**config.mk**
```make
export PLATFORM = sky130hd
export DESIGN_NAME = trees_acc_stream_ctrl_flat
export DESIGN_NICKNAME = d
export VERILOG_FILES = /design/src/rtl/trees_acc_stream_ctrl_if.sv /design/src/rtl/trees_acc_stream_ctrl.sv /design/src/flat_wrapper.sv
export SDC_FILE = /design/constraint.sdc
export NUM_CORES = 1
export LEC_CHECK = 0
export ABC_AREA = 1
export ABC_CLOCK_PERIOD_IN_PS = 5800
export BUFFER_PORTS_ARGS = -buffer_cell sky130_fd_sc_hd__buf_2
export CORE_MARGIN = 4
export CORE_UTILIZATION = 50
export CTS_CLUSTER_DIAMETER = 40
export DETAILED_ROUTE_END_ITERATION = 12
export GPL_TIMING_DRIVEN = 1
export HOLD_SLACK_MARGIN = 0.05
export PLACE_DENSITY_LB_ADDON = 0.3
export SKIP_CTS_REPAIR_TIMING = 1
export SLEW_MARGIN = 20
export SYNTH_ARGS = -nofsm -noshare
export SYNTH_HDL_FRONTEND = slang
export SYNTH_SLANG_ARGS = --single-unit
```
**constraint.sdc**
```tcl
create_clock -name clk -period 5.8 [get_ports clk]
set_input_delay 0.29 -clock clk [delete_from_list [all_inputs] [get_ports clk]]
set_output_delay 0.29 -clock clk [all_outputs]
set_load 0.1 [all_outputs]
```
**src/rtl/trees_acc_stream_ctrl_if.sv**
```systemverilog
// Stream bundle between DMA and the tree-ensemble stream controller.
// The controller consumes the in-stream and produces the out-stream.
interface trees_acc_stream_ctrl_if;
  logic [63:0] in_data;
  logic        in_valid;
  logic        in_ready;
  logic [63:0] out_data;
  logic        out_valid;
  logic        out_ready;

  modport master (
    output in_data, in_valid, out_ready,
    input  in_ready, out_data, out_valid
  );

  modport slave (
    input  in_data, in_valid, out_ready,
    output in_ready, out_data, out_valid
  );
endinterface

```
**src/rtl/trees_acc_stream_ctrl.sv**
```systemverilog
// Stream-side initiator for the tree-ensemble accelerator: loads trees or features
// from the input stream, runs one inference and streams packed predictions back out.
module trees_acc_stream_ctrl #(
  parameter int unsigned N_TREES          = 16,
  parameter int unsigned N_NODE_AND_LEAFS = 256,
  parameter int unsigned N_FEATURE        = 32,
  parameter int unsigned MAX_BURST        = 5000,
  localparam int unsigned BL_W = $clog2(MAX_BURST) + 1,
  localparam int unsigned NT_W = $clog2(N_TREES),
  localparam int unsigned NN_W = $clog2(N_NODE_AND_LEAFS),
  localparam int unsigned FA_W = $clog2(MAX_BURST * N_FEATURE / 2)
) (
  input  logic                 clk,
  input  logic                 rst_n,
  input  logic                 cfg_start,
  input  logic                 cfg_load_trees,
  input  logic [BL_W-1:0]      cfg_burst_len,
  trees_acc_stream_ctrl_if.slave strm,
  output logic                 busy,
  output logic                 cmd_done,
  output logic                 acc_load_trees,
  output logic [NT_W-1:0]      acc_n_tree,
  output logic [NN_W-1:0]      acc_n_node,
  output logic [63:0]          acc_tree_nodes,
  output logic                 acc_load_features,
  output logic [FA_W-1:0]      acc_feature_addr,
  output logic [63:0]          acc_features2,
  output logic [BL_W-1:0]      acc_burst_len,
  output logic                 acc_start,
  input  logic                 acc_done,
  output logic [BL_W-1:0]      acc_prediction_addr,
  input  logic [63:0]          acc_prediction
);

  localparam int unsigned TREE_WORDS = N_TREES * N_NODE_AND_LEAFS;
  localparam int unsigned FEAT_WORDS = MAX_BURST * N_FEATURE / 2;
  localparam int unsigned CNT_MAX    = (TREE_WORDS > FEAT_WORDS) ? TREE_WORDS : FEAT_WORDS;
  localparam int unsigned CW         = $clog2(CNT_MAX + 1);

  typedef enum logic [2:0] {
    S_IDLE, S_LOADT, S_LOADF, S_STRT, S_RUN, S_READ, S_SEND, S_FIN
  } state_t;

  state_t            r_state;
  logic [CW-1:0]     r_cnt;
  logic [CW-1:0]     r_expect;
  logic [BL_W-1:0]   r_len;
  logic [BL_W-1:0]   r_nwords;
  logic [BL_W-1:0]   r_pred_addr;
  logic              r_in_ready;
  logic              r_out_valid;
  logic [63:0]       r_out_data;
  logic              r_busy;
  logic              r_cmd_done;
  logic              r_load_trees;
  logic [NT_W-1:0]   r_n_tree;
  logic [NN_W-1:0]   r_n_node;
  logic [63:0]       r_tree_nodes;
  logic              r_load_features;
  logic [FA_W-1:0]   r_feature_addr;
  logic [63:0]       r_features2;
  logic              r_acc_start;

  logic [BL_W-1:0]   w_len_clamped;
  logic              w_in_hs;
  logic              w_last_in;
  logic              w_out_hs;
  logic              w_last_out;
  logic [2:0]        w_tail;
  logic [63:0]       w_byte_mask;

  assign w_len_clamped = (cfg_burst_len > BL_W'(MAX_BURST)) ? BL_W'(MAX_BURST) : cfg_burst_len;
  assign w_in_hs       = strm.in_valid && r_in_ready;
  assign w_last_in     = (r_cnt + CW'(1)) == r_expect;
  assign w_out_hs      = r_out_valid && strm.out_ready;
  assign w_last_out    = (r_pred_addr + BL_W'(1)) == r_nwords;
  assign w_tail        = r_len[2:0];

  // Bytes past the final sample of a partial last word carry no prediction.
  always_comb begin
    w_byte_mask = '1;
    if (w_last_out && (w_tail != 3'd0)) begin
      for (int i = 0; i < 8; i++) begin
        if (3'(i) >= w_tail) w_byte_mask[8*i +: 8] = 8'h00;
      end
    end
  end

  always_ff @(posedge clk or negedge rst_n) begin
    if (!rst_n) begin
      r_state         <= S_IDLE;
      r_cnt           <= '0;
      r_expect        <= '0;
      r_len           <= '0;
      r_nwords        <= '0;
      r_pred_addr     <= '0;
      r_in_ready      <= 1'b0;
      r_out_valid     <= 1'b0;
      r_out_data      <= '0;
      r_busy          <= 1'b0;
      r_cmd_done      <= 1'b0;
      r_load_trees    <= 1'b0;
      r_n_tree        <= '0;
      r_n_node        <= '0;
      r_tree_nodes    <= '0;
      r_load_features <= 1'b0;
      r_feature_addr  <= '0;
      r_features2     <= '0;
      r_acc_start     <= 1'b0;
    end else begin
      r_load_trees    <= 1'b0;
      r_load_features <= 1'b0;
      r_acc_start     <= 1'b0;
      r_cmd_done      <= 1'b0;
      case (r_state)
        S_IDLE: begin
          if (cfg_start) begin
            r_busy   <= 1'b1;
            r_len    <= w_len_clamped;
            r_nwords <= (w_len_clamped + BL_W'(7)) >> 3;
            r_cnt    <= '0;
            r_expect <= cfg_load_trees ? CW'(TREE_WORDS)
                                       : CW'(w_len_clamped) * CW'(N_FEATURE / 2);
            if (cfg_load_trees) begin
              r_in_ready <= 1'b1;
              r_state    <= S_LOADT;
            end else if (w_len_clamped == '0) begin
              r_state    <= S_FIN;
            end else begin
              r_in_ready <= 1'b1;
              r_state    <= S_LOADF;
            end
          end
        end
        S_LOADT: begin
          if (w_in_hs) begin
            r_load_trees <= 1'b1;
            r_n_tree     <= NT_W'(r_cnt / CW'(N_NODE_AND_LEAFS));
            r_n_node     <= NN_W'(r_cnt % CW'(N_NODE_AND_LEAFS));
            r_tree_nodes <= strm.in_data;
            r_cnt        <= r_cnt + CW'(1);
            if (w_last_in) begin
              r_in_ready <= 1'b0;
              r_state    <= S_FIN;
            end
          end
        end
        S_LOADF: begin
          if (w_in_hs) begin
            r_load_features <= 1'b1;
            r_feature_addr  <= FA_W'(r_cnt);
            r_features2     <= strm.in_data;
            r_cnt           <= r_cnt + CW'(1);
            if (w_last_in) begin
              r_in_ready <= 1'b0;
              r_state    <= S_STRT;
            end
          end
        end
        S_STRT: begin
          r_acc_start <= 1'b1;
          r_state     <= S_RUN;
        end
        S_RUN: begin
          if (acc_done) begin
            r_pred_addr <= '0;
            r_state     <= S_READ;
          end
        end
        S_READ: begin
          r_out_data  <= acc_prediction & w_byte_mask;
          r_out_valid <= 1'b1;
          r_state     <= S_SEND;
        end
        S_SEND: begin
          if (w_out_hs) begin
            r_out_valid <= 1'b0;
            if (w_last_out) begin
              r_state <= S_FIN;
            end else begin
              r_pred_addr <= r_pred_addr + BL_W'(1);
              r_state     <= S_READ;
            end
          end
        end
        S_FIN: begin
          r_cmd_done <= 1'b1;
          r_busy     <= 1'b0;
          r_state    <= S_IDLE;
        end
        default: r_state <= S_IDLE;
      endcase
    end
  end

  assign strm.in_ready       = r_in_ready;
  assign strm.out_data       = r_out_data;
  assign strm.out_valid      = r_out_valid;
  assign busy                = r_busy;
  assign cmd_done            = r_cmd_done;
  assign acc_load_trees      = r_load_trees;
  assign acc_n_tree          = r_n_tree;
  assign acc_n_node          = r_n_node;
  assign acc_tree_nodes      = r_tree_nodes;
  assign acc_load_features   = r_load_features;
  assign acc_feature_addr    = r_feature_addr;
  assign acc_features2       = r_features2;
  assign acc_burst_len       = r_len;
  assign acc_start           = r_acc_start;
  assign acc_prediction_addr = r_pred_addr;

endmodule

```
**src/flat_wrapper.sv**
```systemverilog
// flat-port wrapper written by rule: the top's interface ports become plain ports
module trees_acc_stream_ctrl_flat 
#(
  parameter int unsigned N_TREES          = 16,
  parameter int unsigned N_NODE_AND_LEAFS = 256,
  parameter int unsigned N_FEATURE        = 32,
  parameter int unsigned MAX_BURST        = 5000,
  localparam int unsigned BL_W = $clog2(MAX_BURST) + 1,
  localparam int unsigned NT_W = $clog2(N_TREES),
  localparam int unsigned NN_W = $clog2(N_NODE_AND_LEAFS),
  localparam int unsigned FA_W = $clog2(MAX_BURST * N_FEATURE / 2)
)
  (clk, rst_n, cfg_start, cfg_load_trees, cfg_burst_len, busy, cmd_done, acc_load_trees, acc_n_tree, acc_n_node, acc_tree_nodes, acc_load_features, acc_feature_addr, acc_features2, acc_burst_len, acc_start, acc_done, acc_prediction_addr, acc_prediction, strm_in_data, strm_in_valid, strm_out_ready, strm_in_ready, strm_out_data, strm_out_valid);
  trees_acc_stream_ctrl_if strm_i ();
  input  logic clk;
  input  logic rst_n;
  input  logic cfg_start;
  input  logic cfg_load_trees;
  input  logic [BL_W-1:0] cfg_burst_len;
  output logic busy;
  output logic cmd_done;
  output logic acc_load_trees;
  output logic [NT_W-1:0] acc_n_tree;
  output logic [NN_W-1:0] acc_n_node;
  output logic [63:0] acc_tree_nodes;
  output logic acc_load_features;
  output logic [FA_W-1:0] acc_feature_addr;
  output logic [63:0] acc_features2;
  output logic [BL_W-1:0] acc_burst_len;
  output logic acc_start;
  input  logic acc_done;
  output logic [BL_W-1:0] acc_prediction_addr;
  input  logic [63:0] acc_prediction;
  input wire logic [$bits(strm_i.in_data)-1:0] strm_in_data;
  input wire logic [$bits(strm_i.in_valid)-1:0] strm_in_valid;
  input wire logic [$bits(strm_i.out_ready)-1:0] strm_out_ready;
  output wire logic [$bits(strm_i.in_ready)-1:0] strm_in_ready;
  output wire logic [$bits(strm_i.out_data)-1:0] strm_out_data;
  output wire logic [$bits(strm_i.out_valid)-1:0] strm_out_valid;
  assign strm_i.in_data = strm_in_data;
  assign strm_i.in_valid = strm_in_valid;
  assign strm_i.out_ready = strm_out_ready;
  assign strm_in_ready = strm_i.in_ready;
  assign strm_out_data = strm_i.out_data;
  assign strm_out_valid = strm_i.out_valid;
  trees_acc_stream_ctrl #(.N_TREES(N_TREES), .N_NODE_AND_LEAFS(N_NODE_AND_LEAFS), .N_FEATURE(N_FEATURE), .MAX_BURST(MAX_BURST)) u_core (.clk(clk), .rst_n(rst_n), .cfg_start(cfg_start), .cfg_load_trees(cfg_load_trees), .cfg_burst_len(cfg_burst_len), .strm(strm_i), .busy(busy), .cmd_done(cmd_done), .acc_load_trees(acc_load_trees), .acc_n_tree(acc_n_tree), .acc_n_node(acc_n_node), .acc_tree_nodes(acc_tree_nodes), .acc_load_features(acc_load_features), .acc_feature_addr(acc_feature_addr), .acc_features2(acc_features2), .acc_burst_len(acc_burst_len), .acc_start(acc_start), .acc_done(acc_done), .acc_prediction_addr(acc_prediction_addr), .acc_prediction(acc_prediction));
endmodule
```
Yosys cells after proc, flatten, opt, wreduce, memory -nomap -nowiden:

Cells that the tools add are included.

* bits in registers: 304
* output and inout bits: 256
* logic and storage cells: 116

* $add $sub $neg: 3
* order comparisons: 9
* equality and inequality tests: 20
* multiplexer cells: 44
* bitwise gates (word level): 1
* reductions and logical operators: 20

Operators with widths (count)
* $and A64 B64 Y64: 1
* $mux W64: 1
* $mux W8: 8
* $mux W14: 4
* $mux W17: 3
* $pmux W17 S2: 1
* $pmux W14 S2: 1
* $mux W3: 9
* $pmux W3 S8: 1
* $add A17 B1 Y17 const B: 1
* $eq A17 B17 Y1: 1
* $add A14 B1 Y14 const B: 1
* $add A14 B3 Y14 const B: 1
* $eq A14 B11 Y1: 1
* $gt A14 B13 Y1 const B: 1
* $logic_not A14 Y1: 1
* $ne A2 B1 Y1 const B: 7
* $eq A3 B3 Y1 const B: 4
* $ge A3 B3 Y1 const A: 4
* $mux W1: 12
* $reduce_and A2 Y1: 5
* $reduce_bool A2 Y1: 4
* $reduce_and A7 Y1: 1
* $eq A3 B2 Y1 const B: 2
* other kinds (14): 22

Longest topological paths before layout:

Gate-level depths: netlist of the first run.

* word-level depth: 7
* gate-level depth with buffers: 16
* gate-level depth less buffers: 16

Worst setup path after synthesis of the first run:

Ideal clock, no wire load.

* path kind: reg2reg
* start: register u_core.r_pred_addr[0] (netlist: u_core.acc_prediction_addr[0])
* end: register u_core.r_out_data[48] (netlist: u_core.strm.out_data[48])
* library setup time: 0.120 ns
* data arrival time: 2.629 ns
* slack: 3.051 ns
* stages on the path, launching flop included: 16
* buffers on the path: 1
* clock period less this slack: 2.749 ns
* path through: dfrtp_1 -> ha_1 -> nand3_1 -> nor2_2 -> nand2_1 -> nand2_1 -> nand3_1 -> nand2_1 -> nand3_1 -> nor2_1 -> nand3_1 -> nor2_2 -> buf_6 -> nand2_4 -> nand2_1 -> nand2_1

* word-level cells in the longest chain between the ends: 5

RTL lines
* start, declared: line trees_acc_stream_ctrl.sv:49 `logic [BL_W-1:0] r_pred_addr;`
* start signal, assigned: line trees_acc_stream_ctrl.sv:181 `r_pred_addr <= r_pred_addr + BL_W'(1);`
* $add A14 B1 Y14: line trees_acc_stream_ctrl.sv:76 `assign w_last_out = (r_pred_addr + BL_W'(1)) == r_nwords;`
* $eq A14 B11 Y1: line trees_acc_stream_ctrl.sv:76
* $logic_and A1 B1 Y1: line trees_acc_stream_ctrl.sv:82 `if (w_last_out && (w_tail != 3'd0)) begin`
* $mux W64: line trees_acc_stream_ctrl.sv:82
* $and A64 B64 Y64: line trees_acc_stream_ctrl.sv:171 `r_out_data <= acc_prediction & w_byte_mask;`
* end signal, assigned: line trees_acc_stream_ctrl.sv:171
* end, declared: line trees_acc_stream_ctrl.sv:52 `logic [63:0] r_out_data;`

No other way between the ends.
A chain may end at the register's enable or synchronous reset.

Worst setup path in the final report of the first run:

* start: register u_core.r_pred_addr[0] (netlist: u_core.acc_prediction_addr[0])
* end: register u_core.r_out_data[27] (netlist: u_core.strm.out_data[27])

Same word-level chain as after synthesis.

==> impl_metrics.csv, run 1 <==
group,metric,value,unit
setup_path,r2r-start,"u_core.acc_prediction_addr[0]$_DFFE_PN0P_",
setup_path,ff2ff_path_depth,15,
floorplan,fp.dieW,172,µm
floorplan,ios,405,
clocking,cts_tree,"built",
setup_path,rr_endpoint,"u_core.strm.out_data[27]$_DFFE_PN0P_",
cells_and_area,layout.nets,2214,
cells_and_area,layout_commonest_cell,"nand2_1",
yosys,syn_avg_cell_area,8.59,µm²
status,status,"completed",
global_routing,grt_start_max_net_pins,158,
route,route.vias.total,12900,
floorplan,dieArea,29600,µm²
clocking,cts_buffers,42,
clocking,htree_levels,2,
timing,rsz0062_at_grt,"false",
setup_path,r2r_setup_slack,2890,ps
yosys,synthCells,1565,
cells_and_area,area_growth_syn_to_layout,35.1,%
power,peakVddDrop,0.260,mV
global_routing,track_usage,25.7,%
setup_path,cp.required,6200,ps
yosys,seq_area_frac_synth,55.9,%
job,cap_violations,0,
timing,fin_ws,2890,ps
setup_path,startpoint,"u_core.acc_prediction_addr[0]$_DFFE_PN0P_",
timing,setup_tns,0,ps
min_path,hold_class,"in -> reg",
place,dp_hpwl,29300,µm
clocking,clk_latency,530,ps
timing,fin_crit,2910,ps
cells_and_area,drive_gt1_share,27.9,%
clocking,cts.root.buffer_cell,"clkbuf_16",
global_routing,grt_use_met1,32.2,%
clocking,cts.sinks,300,
timing,tightest_slew,912,ps
global_routing,grt_pass1_vias,11600,
place,postPlaceCellArea,15700,µm²
setup_path,crit_type,"reg -> reg",
cells_and_area,multiInputGateArea,5190,µm²
route,post_drt_wl_per_cell,18.5,µm
floorplan,coreArea,26300,µm²
global_routing,overflow,0,
global_routing,grt_most_used_layer,"met2",
yosys,yosysUniqueCellTypes,38,
cells_and_area,final_cell_mix,"630 x nand2_1, 403 x buf_2, 300 x dfrtp_1",
route,drt-pass1-iter-count,7,
cells_and_area,register_area,7510,µm²
setup_path,start_kind,"flop",
clocking,path_clk_slew,60,ps
timing,hold_viol_final,0,
cells_and_area,final_cells,2434,
timing,finalSetupViolCount,0,
yosys,syn-num-nets,1717,
setup_path,end_kind,"flop",
route,drtIter0Drc,1169,
route,vias_per_cell,5.29,
route,ant_nets,0,
place,place_worst_setup_slack,2860,ps
global_routing,use_met3,6.49,%
setup_path,path_max_fanout,11,
power,p_leak,10.0,nW
yosys,synth_seq_cells,300,
floorplan,dieHeight,172,µm
place,dp.cells,2256,
cells_and_area,stdcell_area,18200,µm²
clocking,max-clock-path-buffers,3,
place,gp_routability_congestion,0.946,
yosys,synth_warnings,0,
place,port_buffers,404,
floorplan,rows,59,
timing,fmax,344,MHz
yosys,syn_area,13400,µm²
floorplan,initial_utilization,51.1,%
setup_path,cp.arrival,3310,ps
setup_path,crit_path_end,"u_core.strm.out_data[27]$_DFFE_PN0P_",
route,wl,45000,µm
global_routing,antenna_found_initial,2,
timing,period_share,50.2,%
cells_and_area,nFillCells,1985,
timing,maxSlewHeadroom,39.2,%
timing,timing.final.max_slew_violations,0,
global_routing,grt_pass1_wl,61300,µm
timing,hold_slack,37.6,ps
power,p_per_area,275,nW/µm²
route,drc,0,
timing,fin_skew,25.5,ps
global_routing,grt.met2_usage,43.1,%
[final cells by class]
type	count	area share, %
timing repair buffer	509	16.9
clock buffer	58	6.79
tap	335	2.31
inverter	134	2.77
antenna	4	0.0551
clock inverter	19	1.19
multi-input combinational	1075	28.6
sequential	300	41.3
[registers in the layout, indices dropped and copies added, names as in the netlist, 8 cells and up]
name,count
u_core.strm.out_data,64
u_core.acc_burst_len,14
u_core.r_cnt,17
u_core.r_expect,13
u_core.acc_prediction_addr,14
u_core.acc_features2,64
u_core.acc_n_node,8
u_core.acc_feature_addr,17
u_core.r_nwords,11
u_core.acc_tree_nodes,64
[metrics by stage]
stage | power, W | util (%)
6_report | 0.00500 | 69.1
5_1_grt | 0.00517 | 69.1
4_1_cts | 0.00496 | 65.4
3_5_place_dp | 0.00237 | 59.8
3_3_place_gp | 0.00237 | 59.8
2_1_floorplan | 0.00224 | -
[worst min-delay path by stage]
| stage | start | endpoint | cells past startpoint |
|---|---|---|---|
| floorplan | rst_n | u_core.acc_burst_len[0]$_DFFE_PN0P_ | 0 |
| finish | acc_prediction[16] | u_core.strm.out_data[16]$_DFFE_PN0P_ | 3 |
| global placement | rst_n | u_core.acc_n_tree[1]$_DFFE_PN0P_ | 1 |
| global route | acc_prediction[58] | u_core.strm.out_data[58]$_DFFE_PN0P_ | 3 |
| detailed placement | rst_n | u_core.acc_feature_addr[9]$_DFFE_PN0P_ | 1 |
| CTS | rst_n | u_core.r_cnt[10]$_DFFE_PN0P_ | 1 |
[logic make-up after synthesis]
logic type,after synthesis,synth area share [%]
buffers and inverters,190,5.64
multiplexers,64,5.36
AND/OR/NAND/NOR,879,26.8
flip-flops,300,55.9
AO/OA/AOI/OAI,123,5.58
XOR/XNOR,6,0.493
adder cells (fa/ha/maj),3,0.279
[worst max-delay path, stage by stage (launching register included)]
cell	delay, ps
dfrtp_1	470
ha_1	270
nand2_1	120
nor2_2	60
nand2_1	90
clkinv_1	120
nand2_1	110
nand2_1	70
nand2_1	80
nand3_1	80
nor2_1	240
nand3_1	130
nor2_2	450
nand2_1	330
nand2_1	130
nand2_1	60
[synthesized netlist by cell type]
cell type	instances	area [µm²]
nand3b_1	3	22.5
buf_6	3	33.8
clkinv_1	2	7.51
o211ai_1	1	7.51
nor2_1	93	349
o21ai_2	6	52.6
clkbuf_1	35	131
buf_2	18	90.1
mux2_2	64	721
nand3_1	102	510
nor2_2	9	56.3
o22ai_1	21	131
xnor3_1	1	22.5
nor3_4	1	16.3
nor3_1	8	40.0
or2_2	2	12.5
o21bai_1	2	15.0
nand2_1	630	2360
nand4_2	3	37.5
ha_1	3	37.5
nand2_4	3	33.8
o221ai_1	1	8.76
o221a_2	1	11.3
o21ai_1	4	20.0
xor2_1	5	43.8
inv_1	130	488
dfrtp_1	300	7510
nand4_1	21	131
and2_1	1	6.26
a22oi_1	4	30.0
inv_2	2	7.51
o21ai_0	55	275
o21a_1	19	143
a21oi_2	1	8.76
nand2_2	3	18.8
a21boi_0	1	7.51
o22a_1	1	8.76
a21oi_1	6	30.0
[metal layers]
layer | up-vias | share of wire [%]
li1 | 6000 | -
met1 | 6055 | 36
met2 | 660 | 50
met3 | 162 | 8.9
met4 | 2 | 4.8
met5 | - | 0.016
[power breakdown]
part	switching (W)	internal, W	leakage (nW)	total [W]
clock	0.000975	0.00164	0.717	0.00261
sequential	0.00000979	0.00211	3.68	0.00212
combinational	0.000163	0.000108	5.64	0.000271
total	0.00115	0.00385	10.0	0.00500
No activity file was read; power rests on OpenSTA's default activity.
==> run 2: changes to the inputs <==
- ABC_AREA: 1 -> 0
- ABC_CLOCK_PERIOD_IN_PS: 5800 -> 2900
- clock period: 5.8 -> 2.9 ns (I/O delays scaled with it)
==> impl_metrics.csv, run 2 <==
group,metric,value,unit
status,status,"completed",
yosys,synthMuxAreaShare,7.30,%
floorplan,coreArea,25500,µm²
timing,hold_slack,62.0,ps
yosys,async_reset_ff_share,100,%
clocking,htree_levels,2,
cells_and_area,final_util,73.3,%
yosys,synthFlopType,"dfrtp_1",
global_routing,overflow,0,
floorplan,rows,58,
timing,hold_viol_final,0,
timing,finalSetupViolCount,0,
global_routing,grt_start_max_net_pins,82,
place,gp_routability_congestion,0.911,
setup_path,crit_chain,"ha_2 > nand4_1 > or4_1 > o2bb2ai_2 > o21ai_0 > a211oi_2 > buf_6 > nor4b_4 > buf_4 > a21oi_1",
yosys,yosysMostFrequentCell,"nand2_1",
yosys,synthSimpleGateAreaFrac,18.5,%
yosys,synth_edf_count,0,
setup_path,end_kind,"flop",
floorplan,ios,405,
timing,fin_crit,2800,ps
yosys,yosysUniqueCellTypes,62,
timing,tightest_slew,657,ps
floorplan,dieHeight,170,µm
timing,timing.final.max_slew_violations,0,
global_routing,grt_pass1_vias,11600,
timing,fin_skew,10.6,ps
clocking,clk_latency,520,ps
global_routing,grt_pass1_wl,63700,µm
timing,fmax,357,MHz
place,dp_hpwl,28900,µm
yosys,synth_top_family_by_area,"simple AND/OR/NAND/NOR gates",
setup_path,cp_slowest_stage_delay,530,ps
route,vias_per_cell,5.67,
floorplan,initial_utilization,51.3,%
yosys,synthCells,1291,
setup_path,start_kind,"flop",
global_routing,track_usage,27.5,%
yosys,synth_compound_area_share,10.6,%
cells_and_area,area_growth_syn_to_layout,42.9,%
setup_path,crit_type,"reg -> reg",
timing,fin_ws,101,ps
yosys,synth_seq_cells,300,
route,drtIter0Drc,1361,
setup_path,cp_num_buf_inv,2,
yosys,syn_avg_cell_area,10.1,µm²
clocking,path_clk_slew,60,ps
yosys,synth_largest_area_cell,"dfrtp_1",
yosys,seq_area_frac_synth,57.4,%
yosys,synth_warnings,0,
setup_path,crit_family,"simple AND/OR/NAND/NOR gates",
route,ant_nets,0,
cells_and_area,layout.nets,1993,
route,post_drt_wl_per_cell,20.9,µm
job,cap_violations,0,
yosys,synthAdderAreaFrac,0.287,%
floorplan,fp.dieW,170,µm
clocking,cts_buffers,42,
route,route.vias.total,12500,
route,drt-pass1-iter-count,8,
cells_and_area,drive_gt1_share,34.4,%
place,postPlaceCellArea,15600,µm²
yosys,synthTopCellsByArea,"dfrtp_1 57%, nand2_1 12%, mux2_2 6.9%",
yosys,syn-num-nets,1443,
route,drc,0,
cells_and_area,final_cell_mix,"403 x buf_2, 400 x nand2_1, 289 x dfrtp_1",
timing,maxSlewHeadroom,56.2,%
floorplan,dieArea,28800,µm²
global_routing,antenna_found_initial,1,
clocking,cts.sinks,300,
clocking,cts.root.buffer_cell,"clkbuf_16",
min_path,hold_class,"in -> reg",
route,wl,46100,µm
clocking,cts_tree,"built",
setup_path,cp.required,3280,ps
place,place_worst_setup_slack,45.0,ps
timing,period_share,96.5,%
setup_path,cp.arrival,3180,ps
place,port_buffers,404,
setup_path,crit_slowest_cell,"or4_1",
cells_and_area,layout_commonest_cell,"buf_2",
yosys,synthDominantCellAreaShare,57.4,%
setup_path,path_max_fanout,11,
cells_and_area,stdcell_area,18700,µm²
yosys,syn_area,13100,µm²
yosys,synth_xor_area_share,2.88,%
timing,rsz0062_at_grt,"true",
clocking,max-clock-path-buffers,3,
yosys,synth_common_cells,"401 x nand2_1, 300 x dfrtp_1, 80 x mux2_2",
-- run 2: cell types whose count changed after synthesis, moves of 14 or more --
cell	previous run	this run
a22o_1	0	33
o21a_1	19	0
xnor2_1	0	24
o31ai_1	0	23
clkbuf_1	35	65
nor2_1	93	38
nand2_1	630	401
xor2_1	5	19
o22ai_1	21	0
inv_1	130	16
mux2_2	64	80
nand3_1	102	19
a21oi_1	6	51
-- run 2: cell families after synthesis --
| logic type | after synthesis |
|---|---|
| fa+ha+maj | 3 |
| compound gates | 205 |
| simple gates | 555 |
| xor+xnor | 43 |
| flops | 300 |
| mux | 85 |
| buf+inv | 100 |
-- run 2: final timing paths --
| kind | from | end | slack, ps | cells after the start |
|---|---|---|---|---|
| worst max-delay path | u_core.acc_prediction_addr[0]$_DFFE_PN0P_ | u_core.strm.out_data[19]$_DFFE_PN0P_ | 100 | 10 |
| worst min-delay path | cfg_burst_len[9] | u_core.acc_burst_len[9]$_DFFE_PN0P_ | 60 | 3 |
| worst max register to register | u_core.acc_prediction_addr[0]$_DFFE_PN0P_ | u_core.strm.out_data[19]$_DFFE_PN0P_ | 100 | 10 |
| worst min register to register | u_core.strm.out_data[1]$_DFFE_PN0P_ | u_core.strm.out_data[1]$_DFFE_PN0P_ | 470 | 2 |
| max in group asynchronous | rst_n | u_core.strm.out_data[12]$_DFFE_PN0P_ | 1800 | 3 |
| min in group asynchronous | rst_n | u_core.acc_feature_addr[6]$_DFFE_PN0P_ | 230 | 2 |
-- run 2: area by class of cell --
| cell class | count | area [µm²] |
|---|---|---|
| sequential | 300 | 7530 |
| fill | 1649 | 6800 |
| multi-input combinational | 891 | 5230 |
| timing repair buffer | 590 | 3870 |
| clock buffer | 52 | 1170 |
| tap | 330 | 413 |
| clock inverter | 25 | 389 |
| inverter | 16 | 60.1 |
| antenna | 3 | 7.51 |
-- run 2: per-stage QoR --
step	instances	setup TNS (ps)
2_1_floorplan	1291	0
3_3_place_gp	1984	0
3_5_place_dp	1984	0
4_1_cts	2061	0
5_1_grt	2205	-909
6_report	2207	0
-- run 2: worst reg2reg max path, cell delays in order, from the launching register on --
cell,delay [ps]
dfrtp_4,470
ha_2,240
nand4_1,160
or4_1,530
o2bb2ai_2,160
o21ai_0,130
a211oi_2,250
buf_6,200
nor4b_4,240
buf_4,200
a21oi_1,70
-- run 2: routing by layer --
| layer | track usage (%) | vias to the layer above | wire length, µm |
|---|---|---|---|
| met5 | 0 | - | 0 |
| met4 | 8.02 | 0 | 2050 |
| met3 | 8.18 | 162 | 4160 |
| met2 | 44.5 | 717 | 22500 |
| met1 | 36.2 | 6145 | 17400 |
| li1 | - | 5494 | - |
Power of run 2 is not shown: default switching activity piles up to over one toggle a cycle in this logic, so the estimate is an artifact.
